<file path="config.mk">
export PLATFORM = sky130hd
export DESIGN_NAME = reaction_responder
export DESIGN_NICKNAME = d
export VERILOG_FILES = /design/src/rtl/reaction_responder_pkg.sv /design/src/rtl/reaction_responder_bcd3_down.sv /design/src/rtl/reaction_responder.sv
export SDC_FILE = /design/constraint.sdc
export NUM_CORES = 1
export LEC_CHECK = 0
export ABC_AREA = 1
export BUFFER_PORTS_ARGS = -buffer_cell sky130_fd_sc_hd__buf_2
export CAP_MARGIN = 20
export CORE_UTILIZATION = 60
export CTS_BUF_LIST = sky130_fd_sc_hd__clkbuf_16
export DETAILED_ROUTE_END_ITERATION = 10
export GPL_ROUTABILITY_DRIVEN = 0
export MAX_ROUTING_LAYER = met4
export PLACE_DENSITY = 0.78
export SETUP_SLACK_MARGIN = 0.05
export SLEW_MARGIN = 20
export SYNTH_ARGS = -nofsm -noshare
export SYNTH_HDL_FRONTEND = slang
export SYNTH_SLANG_ARGS = --single-unit
export TNS_END_PERCENT = 5
</file>
<file path="constraint.sdc">
create_clock -name clk -period 4.9 [get_ports clk]
set_input_delay 0.735 -clock clk [delete_from_list [all_inputs] [get_ports clk]]
set_output_delay 0.735 -clock clk [all_outputs]
set_load 0.05 [all_outputs]
</file>
<file path="src/rtl/reaction_responder_pkg.sv">
// Shared definitions for the reaction-time auto-responder: FSM states,
// mode codes, LFSR seed and the BCD helpers used at load time.
package reaction_responder_pkg;

  typedef enum logic [2:0] {
    ST_IDLE     = 3'd0,
    ST_WAIT_LED = 3'd1,
    ST_COUNT    = 3'd2,
    ST_PRESS    = 3'd3,
    ST_DONE     = 3'd4
  } state_t;

  // Mode codes; 2'b11 is folded onto MODE_NORMAL when sampled
  localparam logic [1:0] MODE_NORMAL = 2'b00;
  localparam logic [1:0] MODE_FALSE  = 2'b01;
  localparam logic [1:0] MODE_NONE   = 2'b10;

  localparam logic [7:0]  LFSR_SEED = 8'hA5;
  localparam logic [11:0] BCD_MAX   = 12'h999;

  // True when all three nibbles are legal BCD digits
  function automatic logic bcd_digits_valid(input logic [11:0] v);
    return (v[11:8] <= 4'd9) && (v[7:4] <= 4'd9) && (v[3:0] <= 4'd9);
  endfunction

  // Adds a binary 0..15 jitter to a valid 3-digit BCD value, clamping at 999
  function automatic logic [11:0] bcd_add_sat(input logic [11:0] a, input logic [3:0] j);
    logic [3:0] j_tens;
    logic [3:0] j_units;
    logic [4:0] u;
    logic [4:0] t;
    logic [4:0] h;
    logic       cu;
    logic       ct;
    j_tens  = (j >= 4'd10) ? 4'd1 : 4'd0;
    j_units = (j >= 4'd10) ? (j - 4'd10) : j;
    u  = {1'b0, a[3:0]} + {1'b0, j_units};
    cu = (u > 5'd9);
    if (cu) u = u - 5'd10;
    t  = {1'b0, a[7:4]} + {1'b0, j_tens} + {4'd0, cu};
    ct = (t > 5'd9);
    if (ct) t = t - 5'd10;
    h  = {1'b0, a[11:8]} + {4'd0, ct};
    if (h > 5'd9) return BCD_MAX;
    return {h[3:0], t[3:0], u[3:0]};
  endfunction

endpackage

</file>
<file path="src/rtl/reaction_responder_bcd3_down.sv">
// Three-digit BCD down counter holding the remaining response delay in ms.
// Loads take priority over decrements, and a count of 000 never wraps.
module bcd3_down
  import reaction_responder_pkg::*;
(
  input  logic        clk,
  input  logic        reset,
  input  logic        load,
  input  logic [11:0] load_value,
  input  logic        dec,
  output logic        zero,
  output logic        load_valid
);

  logic [11:0] value;
  logic [11:0] dec_value;

  // Next value after one ms: borrow ripples from units through tens into hundreds
  always_comb begin
    dec_value = value;
    if (value[3:0] != 4'd0) begin
      dec_value[3:0] = value[3:0] - 4'd1;
    end else begin
      dec_value[3:0] = 4'd9;
      if (value[7:4] != 4'd0) begin
        dec_value[7:4] = value[7:4] - 4'd1;
      end else begin
        dec_value[7:4]  = 4'd9;
        dec_value[11:8] = value[11:8] - 4'd1;
      end
    end
  end

  // Counter register: load wins, decrement stops at zero
  always_ff @(posedge clk or posedge reset) begin
    if (reset) begin
      value <= 12'h000;
    end else if (load) begin
      value <= load_value;
    end else if (dec && !zero) begin
      value <= dec_value;
    end
  end

  assign zero       = (value == 12'h000);
  assign load_valid = bcd_digits_valid(load_value);

endmodule

</file>
<file path="src/rtl/reaction_responder.sv">
// Automatic test subject for the reaction-time tester: waits for the LED,
// counts a programmed BCD delay in ms ticks, then presses measure for a
// fixed number of ticks. Also fakes false starts and missing responses.
module reaction_responder
  import reaction_responder_pkg::*;
#(
  parameter int CLK_HZ    = 50_000_000,
  parameter int PULSE_MS  = 20,
  parameter int JITTER_EN = 1
) (
  input  logic        clk,
  input  logic        reset,
  input  logic        start,
  input  logic        led,
  input  logic [11:0] delay_bcd,
  input  logic [1:0]  mode,
  output logic        measure,
  output logic        busy,
  output logic        done,
  output logic        invalid
);

  localparam int DIV   = CLK_HZ / 1000;
  localparam int PRE_W = (DIV > 1) ? $clog2(DIV) : 1;
  localparam logic [PRE_W-1:0] PRE_LAST   = PRE_W'(DIV - 1);
  localparam logic [7:0]       PULSE_LAST = 8'(PULSE_MS - 1);

  logic [PRE_W-1:0] pre_cnt;
  logic             tick;
  logic [7:0]       lfsr;
  logic [3:0]       jitter;
  logic [11:0]      load_value;
  logic [1:0]       mode_eff;
  logic [1:0]       mode_q;
  logic             led_q;
  logic             led_rise;
  logic             led_fall;
  logic [7:0]       pulse_cnt;
  logic             cnt_zero;
  logic             load_valid;
  logic             cnt_dec;
  state_t           state;
  state_t           next_state;
  logic             measure_next;
  logic             busy_next;
  logic             done_next;

  // Millisecond prescaler, restarted by every arm so tick phase is tied to start
  always_ff @(posedge clk or posedge reset) begin
    if (reset) begin
      pre_cnt <= '0;
    end else if (start || (pre_cnt == PRE_LAST)) begin
      pre_cnt <= '0;
    end else begin
      pre_cnt <= pre_cnt + 1'b1;
    end
  end

  assign tick = (pre_cnt == PRE_LAST) && !start;

  // Free-running Fibonacci LFSR (x^8+x^6+x^5+x^4+1) supplying 0..15 ms of jitter
  always_ff @(posedge clk or posedge reset) begin
    if (reset) begin
      lfsr <= LFSR_SEED;
    end else begin
      lfsr <= {lfsr[6:0], lfsr[7] ^ lfsr[5] ^ lfsr[4] ^ lfsr[3]};
    end
  end

  assign jitter   = (JITTER_EN != 0) ? lfsr[3:0] : 4'd0;
  assign mode_eff = (mode == 2'b11) ? MODE_NORMAL : mode;

  // A bad delay is passed through untouched so the counter's digit check flags it
  assign load_value = bcd_digits_valid(delay_bcd) ? bcd_add_sat(delay_bcd, jitter) : delay_bcd;

  assign cnt_dec = tick && (state == ST_COUNT);

  bcd3_down u_count (
    .clk        (clk),
    .reset      (reset),
    .load       (start),
    .load_value (load_value),
    .dec        (cnt_dec),
    .zero       (cnt_zero),
    .load_valid (load_valid)
  );

  // LED history; cleared on arm so an LED already lit after arming reads as a rising edge
  always_ff @(posedge clk or posedge reset) begin
    if (reset) begin
      led_q <= 1'b0;
    end else if (start) begin
      led_q <= 1'b0;
    end else begin
      led_q <= led;
    end
  end

  assign led_rise = led && !led_q;
  assign led_fall = !led && led_q;

  // Per-sequence settings latched on arm: mode and the sticky bad-digit flag
  always_ff @(posedge clk or posedge reset) begin
    if (reset) begin
      mode_q  <= MODE_NORMAL;
      invalid <= 1'b0;
    end else if (start) begin
      mode_q  <= mode_eff;
      invalid <= !load_valid;
    end
  end

  // Counts ms ticks while the press is held; idles at zero outside PRESS
  always_ff @(posedge clk or posedge reset) begin
    if (reset) begin
      pulse_cnt <= 8'd0;
    end else if (state != ST_PRESS) begin
      pulse_cnt <= 8'd0;
    end else if (tick) begin
      pulse_cnt <= pulse_cnt + 8'd1;
    end
  end

  // FSM state register
  always_ff @(posedge clk or posedge reset) begin
    if (reset) begin
      state <= ST_IDLE;
    end else begin
      state <= next_state;
    end
  end

  // FSM next-state logic; an arm pulse overrides whatever the sequence is doing
  always_comb begin
    next_state = state;
    if (start) begin
      if (!load_valid) begin
        next_state = ST_DONE;
      end else if (mode_eff == MODE_FALSE) begin
        next_state = ST_COUNT;
      end else begin
        next_state = ST_WAIT_LED;
      end
    end else begin
      case (state)
        ST_IDLE: next_state = ST_IDLE;
        ST_WAIT_LED: begin
          if ((mode_q != MODE_NONE) && led_rise) next_state = ST_COUNT;
        end
        ST_COUNT: begin
          if ((mode_q == MODE_NORMAL) && led_fall) begin
            next_state = ST_IDLE;
          end else if (cnt_zero) begin
            next_state = ST_PRESS;
          end
        end
        ST_PRESS: begin
          if (tick && (pulse_cnt == PULSE_LAST)) next_state = ST_DONE;
        end
        ST_DONE: next_state = ST_IDLE;
        default: next_state = ST_IDLE;
      endcase
    end
  end

  // FSM output decode, taken from the next state so the outputs can be registered
  always_comb begin
    measure_next = (next_state == ST_PRESS);
    busy_next    = (next_state == ST_WAIT_LED) || (next_state == ST_COUNT) ||
                   (next_state == ST_PRESS);
    done_next    = (next_state == ST_DONE);
  end

  // Registered outputs so the tester sees glitch-free levels
  always_ff @(posedge clk or posedge reset) begin
    if (reset) begin
      measure <= 1'b0;
      busy    <= 1'b0;
      done    <= 1'b0;
    end else begin
      measure <= measure_next;
      busy    <= busy_next;
      done    <= done_next;
    end
  end

endmodule

</file>
# Yosys cells after proc, flatten, opt, wreduce, memory -nomap -nowiden
# Cells that the tools add are included.
# op_classes
magnitude_cmp	10
muxes	27
n_div	0
n_mul	0
n_shift	0
n_reduce_logical	28
n_addsub	12
eq_ne	15
n_bitwise	3
# ops
cell	count
two-way mux 12 bit	5
less-or-equal comparator 4 bit (second input constant)	6
two-way mux 4 bit	6
two-way mux 8 bit	3
two-way mux 3 bit	6
adder 16 x 1 -> 16 bit (second input constant)	1
== test 16 bit (second input constant)	1
two-way mux 16 bit	1
> comparator 5 x 4 -> 1 bit (second input constant)	3
== test 3 x 2 -> 1 bit (second input constant)	4
logical AND 1 bit	12
zero test 12 bit	1
subtractor 4 x 1 -> 4 bit (second input constant)	3
subtractor 4 bit (second input constant)	3
adder 4 x 1 -> 5 bit	2
one-hot mux 3 bit (3 select lines)	1
adder 8 x 1 -> 8 bit (second input constant)	1
== test 8 x 5 -> 1 bit (second input constant)	1
nonzero test 4 bit	2
== test 3 x 1 -> 1 bit (second input constant)	2
!= test 2 bit (second input constant)	3
adder 4 x 4 -> 5 bit	1
adder 5 x 1 -> 5 bit	1
zero test 1 bit	5
other kinds (13)	21
# word_totals
romBits	0
latchBits	0
input_bits	18
n_memories	0
wordCells	108
ramBits	0
output_inout_bits	4
ff_bits	54

# Longest topological paths before layout
# logic_depth
depth_word	19
mapped_depth	30
mapped_depth_nobuf	30

# Modules after synthesis
# Synthesis repeated with hierarchy kept, for this count alone.
# hier_totals
cells_unflattened	481
area_unflattened_um2	3638.5
# by_module_without_submodules
mod	instances	cells_per_inst	area_each_um2	seq_area_each_um2
reaction_responder	1	337	2656.3	1056.0
bcd3_down	1	144	982.2	300.3

# Worst setup path before layout
# No wires, ideal clock.
# synth_path
kind	register to register
start	register lfsr[2]
end	register done
t_required_ns	4.776
setup_ns	0.124
t_arrival_ns	4.271
synth_period_minus_slack_ns	4.395
stages_incl_launch_ff	28
setup_slack_ns	0.505
path_buffers	0
cell_sequence	dfstp_2 inv_1 a21oi_1 nor2_1 a21oi_1 fa_1 inv_1 nand2_2 nand3_4 nand2_4 fa_1 ha_1 xnor2_1 nand2_1 nand2_1 nand2_1 ha_1 ha_1 xor2_1 nor2_1 nor2_1 nor2_4 nand3_1 nand2_2 o21ai_2 nand2_1 nand2_1 o21ai_1
# synth_between
elab_chain_cells	17
word_cells_on_any_way	26
classes_between	add/sub (7); order compare (7); eq/ne (1); mux (9); reduce/logical (2)
# synth_rtl
element	line	text
start, declared	reaction_responder.sv:30	logic [7:0] lfsr;
start signal, assigned	reaction_responder.sv:66	lfsr <= {lfsr[6:0], lfsr[7] ^ lfsr[5] ^ lfsr[4] ^ lfsr[3]};
subtractor 4 bit or >= comparator 4 bit (tied branches)	reaction_responder_pkg.sv:36, reaction_responder_pkg.sv:35	
two-way mux 4 bit	reaction_responder_pkg.sv:36	j_units = (j >= 4'd10) ? (j - 4'd10) : j;
adder 4 x 4 -> 5 bit	reaction_responder_pkg.sv:37	u = {1'b0, a[3:0]} + {1'b0, j_units};
> comparator 5 x 4 -> 1 bit	reaction_responder_pkg.sv:38	cu = (u > 5'd9);
adder 5 x 1 -> 5 bit	reaction_responder_pkg.sv:40	t = {1'b0, a[7:4]} + {1'b0, j_tens} + {4'd0, cu};
> comparator 5 x 4 -> 1 bit	reaction_responder_pkg.sv:41	ct = (t > 5'd9);
adder 4 x 1 -> 5 bit	reaction_responder_pkg.sv:43	h = {1'b0, a[11:8]} + {4'd0, ct};
> comparator 5 x 4 -> 1 bit	reaction_responder_pkg.sv:44	if (h > 5'd9) return BCD_MAX;
(+2 left out)	n/a	
two-way mux 12 bit (*)	reaction_responder.sv:74	assign load_value = bcd_digits_valid(delay_bcd) ? bcd_add_sat(delay_bcd, jitter) : delay_bcd;
less-or-equal comparator 4 bit	reaction_responder_pkg.sv:23	return (v[11:8] <= 4'd9) && (v[7:4] <= 4'd9) && (v[3:0] <= 4'd9);
logical AND 1 bit	reaction_responder_pkg.sv:23	
logical AND 1 bit (*)	reaction_responder_pkg.sv:23	
two-way mux 3 bit (*)	reaction_responder.sv:137	if (!load_valid) begin
two-way mux 3 bit (*)	reaction_responder.sv:136	if (start) begin
== test 3 bit (*)	reaction_responder.sv:171	done_next = (next_state == ST_DONE);
via done_next	reaction_responder.sv:46	logic done_next;
end signal, assigned	reaction_responder.sv:183	done <= done_next;
end, declared	reaction_responder.sv:19	output logic done,
# The timed path passes the listed nets; every way through them passes the cells marked *.
# A chain may end at the register's enable or synchronous reset.

# Final worst setup path
# layout_path
start	register lfsr[2]
end	register u_count.value[5]
# layout_between
elab_chain_cells	12
word_cells_on_any_way	17
classes_between	add/sub (6); order compare (4); mux (7)
# layout_rtl
element	line	text
subtractor 4 bit or >= comparator 4 bit (tied branches)	reaction_responder_pkg.sv:36, reaction_responder_pkg.sv:35	
two-way mux 4 bit	reaction_responder_pkg.sv:36	
adder 4 x 4 -> 5 bit	reaction_responder_pkg.sv:37	
> comparator 5 x 4 -> 1 bit	reaction_responder_pkg.sv:38	
adder 5 x 1 -> 5 bit (*)	reaction_responder_pkg.sv:40	
> comparator 5 x 4 -> 1 bit	reaction_responder_pkg.sv:41	
adder 4 x 1 -> 5 bit	reaction_responder_pkg.sv:43	
> comparator 5 x 4 -> 1 bit	reaction_responder_pkg.sv:44	
two-way mux 1 bit	reaction_responder_pkg.sv:44	
two-way mux 12 bit (*)	reaction_responder_pkg.sv:45	return {h[3:0], t[3:0], u[3:0]};
two-way mux 12 bit (*)	reaction_responder.sv:74	
two-way mux 12 bit (*)	reaction_responder_bcd3_down.sv:38	end else if (load) begin
end signal, assigned	reaction_responder_bcd3_down.sv:39	value <= load_value;
end signal, assigned	reaction_responder_bcd3_down.sv:41	value <= dec_value;
end, declared	reaction_responder_bcd3_down.sv:15	logic [11:0] value;
# Every way passes the cells marked *; elsewhere a longest branch is shown, timed or not.

==> summary.md <==
The arrival time reported for the critical path endpoint was 4740 ps; the worst path buffer plus inverter count was 3. The run gives 359 ps as the worst slack on hold paths. The worst-case setup slack after placement is -4.22 ps, and the signed area change from the synthesized netlist to the final layout is 12.9%. Buffers placed on the I/O ports in this run total 21. Setup repair after global routing left no endpoint under its margin. The part of the total power dissipated in combinational logic was 18.6%. The width of the chip is 76.3 um, and the y dimension of the die is 76.3 um. The number of pins with negative max-slew slack in the final report is 0. The most numerous cell type found on the critical path is sky130_fd_sc_hd__nand2_1. The number of distinct standard cells referenced by the synthesized netlist was 44; the depth of the most critical reg-to-reg path was 29.

The count of warnings emitted by yosys is 0. The flow ran to the end, and the final reports show no timing, DRC or antenna violations. The DRC marker count from the first detailed-route iteration is 157, and the smallest setup slack after layout is 376 ps.

In this run, placement finished with an instance count of 496. In this run switching power makes up 27.8% of total power. The number of inserted filler cells in the final layout came out at 417. Once the floorplan was initialized, standard cells occupied 63.6% of the core. The floorplan step defined a core boundary enclosing 5200 um^2.

The first global-routing pass estimated 11600 um of wire. STA classifies the critical path endpoint as a register. The analysis attributes to cell leakage a power of 1.76 nW. Along the worst hold path, the cell count comes to 0. Global routing used 25.5% of the available tracks across all layers. Entering global routing, the biggest net connects 55 pins. For the detailed-route wire length on metal 1, the log shows 3000 um. The share of final-layout standard cells stronger than drive strength 1 is 19.5%. Measured against its own limit, the worst slew margin works out to 56.4%. sky130_fd_sc_hd__dfrtp_1 takes more of the synthesized area than any other cell. The run gives 6510 um as the final routed wirelength across all metal layers. The worst setup path is of the reg -> reg kind.

Counting flops and latches in the post-synthesis netlist gives 54. After detailed placement, the total cell area comes to 3490 um^2. Counting flops with a built-in enable in the synthesized netlist gives 0.

After detailed routing, the number of vias per cell comes to 5.44. TritonCTS built the clock tree. After synthesis, the share of flip-flops with an asynchronous set or reset is 100%. The total DRC errors in the routed layout was 0; the remaining antenna violation count after routing was 0. Maximum fanout count along the critical path: 7.

The critical register-to-register path endpoint was u_count.value[5]. The run gives 0 as the count of final hold-check violations. Global routing finished with a remaining overflow of 0. In this design, the stage delay of the slowest critical-path cell is 540 ps.

The shortest period the worst path allows works out to 4520 ps. Measured slew at the worst slew-check pin: 653 ps. The flop-to-flop setup slack came out at 380 ps.

The logs give 0 for the number of diodes and 41.0% for the fraction of the yosys area taken by sequential cells. The H-tree was split into 2 levels. Between clock sinks in the finished design, the worst skew comes to 5.61 ps.

In this run the critical register-to-register path is launched from lfsr[2]. The power density over the cells was 292 nW/um^2; the first-pass iteration count of the detailed router was 4. In the synthesized netlist the dominant register cell turns out to be sky130_fd_sc_hd__dfrtp_1. Of the available clock period, the critical path in the final layout requires 92.3%. The worst hold path begins at lfsr[6]. In the detailed route, the total length drawn on met2 is 3180 um.

The tools report the I/O pin total as 22. The mean post-synth cell area came out at 8.11 um^2. Gate family responsible for the most delay along the worst path: adder cells. In this run, CTS created clock tree buffers numbering 5. Detailed placement ended at an HPWL of 4660 um. Detailed routing placed a total of 225 um of wire on met3. Counting every instance in the synthesized netlist gives 408.

Of the total power, the clock network draws 35.8%. After routing the design area is 3740 um^2. Via count of the first global-routing pass: 2684.

Startpoint of the most critical setup path: lfsr[2]. Worst min-delay path endpoint: lfsr[7]. At the end of the flow, the number of nets in the layout was 468.

The routed layout has 2745 vias. Counting every sink on the clock net gives 54. The timing-limited maximum frequency was 221 MHz; the maximum count of clock buffers along a single path was 2. Ranked by total cell area, the synthesized netlist is headed by sky130_fd_sc_hd__dfrtp_1 (38%), sky130_fd_sc_hd__nand2_1 (6.8%), sky130_fd_sc_hd__inv_1 (6.7%). The final cell count without fillers came out at 505. Slowest cell on the critical path: sky130_fd_sc_hd__dfstp_2.

Critical path launch point type: a register. Setup violations remaining at the end of the flow were counted as 0. The number of standard-cell rows in the floorplan was 26; the CTS clock-pin slew for the worst setup and hold paths was 60 ps. Of the post-synthesis cell area, the dominant cell type holds 37.8%. The tools report the share of power burned in registers as 45.7%. The tools report the worst vdd rail ir drop as 0.000188 V. For this run, the share of the core covered by cells in the final layout is 71.8%. In this run the clock root is driven by a sky130_fd_sc_hd__clkbuf_16. The final routed wire length divided by cell count was 12.9 um; the area of the die was 5820 um^2. The number of antenna violations at the first check in global routing was 0.

The net switching power was 0.000303 W; the insertion delay to the later sink of the worst-skew pair was 290 ps. Cell internal power was estimated by the tool at 0.000787 W. The tightest min-delay check is of the reg -> reg type. The cell area that synthesis handed to floorplanning was 3310 um^2. At the worst endpoint, the required time is 5120 ps.

For the number of nets in the synthesized netlist, the log shows 442. Top layer used by detailed routing: met4. Max-cap violations in this run came to 0.
[kinds of logic (layout without fill, tap and decap cells)]
group / Yosys count / in the layout / synth area share, %
AND/OR/NAND/NOR: 173 / 173 / 26.3
AO/OA/AOI/OAI: 80 / 80 / 14.3
buffers and inverters: 72 / 99 / 8.20
flip-flops: 54 / 54 / 41.0
adder cells (fa/ha/maj): 16 / 16 / 6.50
XOR/XNOR: 13 / 13 / 3.67
[layout make-up]
cell class / count / area, um^2 / share of cell area (%)
Timing Repair Buffer: 23 / 120 / 3.21
Clock buffer: 5 / 125 / 3.35
Tap cell: 70 / 87.6 / 2.34
Multi-Input combinational cell: 282 / 1750 / 46.9
Sequential cell: 54 / 1360 / 36.3
Clock inverter: 3 / 37.5 / 1.00
Inverter: 68 / 256 / 6.86
[per-layer routing]
| metal | up-vias | global-route usage (%) |
|---|---|---|
| met5 | - | - |
| met4 | 0 | 8.85 |
| met3 | 8 | 3.35 |
| met2 | 57 | 43.2 |
| met1 | 1285 | 31.4 |
| li1 | 1395 | - |
[flip-flops by register name, indices dropped and copies added, names as in the netlist]
signal and flops:
led_q 1, busy 1, measure 1, pre_cnt 16
lfsr 8, pulse_cnt 8, invalid 1, state 3
mode_q 2, done 1, u_count.value 12
[cells in the final DEF, fill, tap and decap left out, types with 5 or more instances in the layout]
cell	instances
sky130_fd_sc_hd__inv_2	9
sky130_fd_sc_hd__dfrtp_1	50
sky130_fd_sc_hd__clkbuf_16	5
sky130_fd_sc_hd__nor2_1	35
sky130_fd_sc_hd__ha_1	12
sky130_fd_sc_hd__nor3_1	11
sky130_fd_sc_hd__o21ai_1	13
sky130_fd_sc_hd__nor2_2	6
sky130_fd_sc_hd__buf_2	21
sky130_fd_sc_hd__nand2_2	9
sky130_fd_sc_hd__xor2_1	8
sky130_fd_sc_hd__inv_1	59
sky130_fd_sc_hd__nand3_1	26
sky130_fd_sc_hd__a21oi_1	24
sky130_fd_sc_hd__nand2_1	59
sky130_fd_sc_hd__o21ai_0	20
[repair_timing]
item,in CTS,in global routing
gates resized for setup,1,11
hold buffers,0,0
setup endpoints to repair,7,19
buffers inserted,0,1
pin swaps,0,1
[cell usage after synthesis (2+ instances only)]
master                     number
sky130_fd_sc_hd__fa_1           2
sky130_fd_sc_hd__o221ai_1       3
sky130_fd_sc_hd__o21ai_1       13
sky130_fd_sc_hd__nand3_1       26
sky130_fd_sc_hd__ha_1          14
sky130_fd_sc_hd__nor2_4         3
sky130_fd_sc_hd__o21ai_0       20
sky130_fd_sc_hd__nand2_1       60
sky130_fd_sc_hd__a21oi_2        2
sky130_fd_sc_hd__nand4_1        4
sky130_fd_sc_hd__inv_1         59
sky130_fd_sc_hd__a21oi_1       26
sky130_fd_sc_hd__o21ai_2        2
sky130_fd_sc_hd__nor3_1        11
sky130_fd_sc_hd__a221oi_1       3
sky130_fd_sc_hd__xnor2_1        4
sky130_fd_sc_hd__a211oi_1       4
sky130_fd_sc_hd__dfstp_2        4
sky130_fd_sc_hd__clkbuf_1       4
sky130_fd_sc_hd__dfrtp_1       50
sky130_fd_sc_hd__inv_2          8
sky130_fd_sc_hd__nor4_1         2
sky130_fd_sc_hd__xor2_1         8
sky130_fd_sc_hd__nor3b_1        3
sky130_fd_sc_hd__nor2_2         5
sky130_fd_sc_hd__nand3_2        4
sky130_fd_sc_hd__o21a_1         2
sky130_fd_sc_hd__nand2_4        4
sky130_fd_sc_hd__nor2_1        36
sky130_fd_sc_hd__nand2_2        8
[power groups by stage]
stage               Clock, W  Combinational [W]  Sequential (W)
global placement           0           0.000188        0.000503
detailed placement         0           0.000192        0.000505
floorplan                  0           0.000139        0.000510
global route        0.000413           0.000229        0.000501
CTS                 0.000395           0.000195        0.000497
finish              0.000390           0.000202        0.000498
[worst max path at each step]
stage / endpoint / cells after the start / slack [ps]
4_1_cts: state[2] / 27 / 80
3_5_place_dp: done / 27 / -4
3_3_place_gp: done / 25 / 250
2_1_floorplan: done / 27 / 510
6_report: u_count.value[5] / 29 / 380
5_1_grt: u_count.value[5] / 29 / 10
[stage by stage]
| step | setup TNS, ps | total power [W] |
|---|---|---|
| after detailed placement | -4.22 | 0.000697 |
| after CTS | 0 | 0.00109 |
| final | 0 | 0.00109 |
| after floorplan | 0 | 0.000649 |
| after global routing | 0 | 0.00114 |
| after global placement | 0 | 0.000691 |
(Power assumes the default switching activity.)
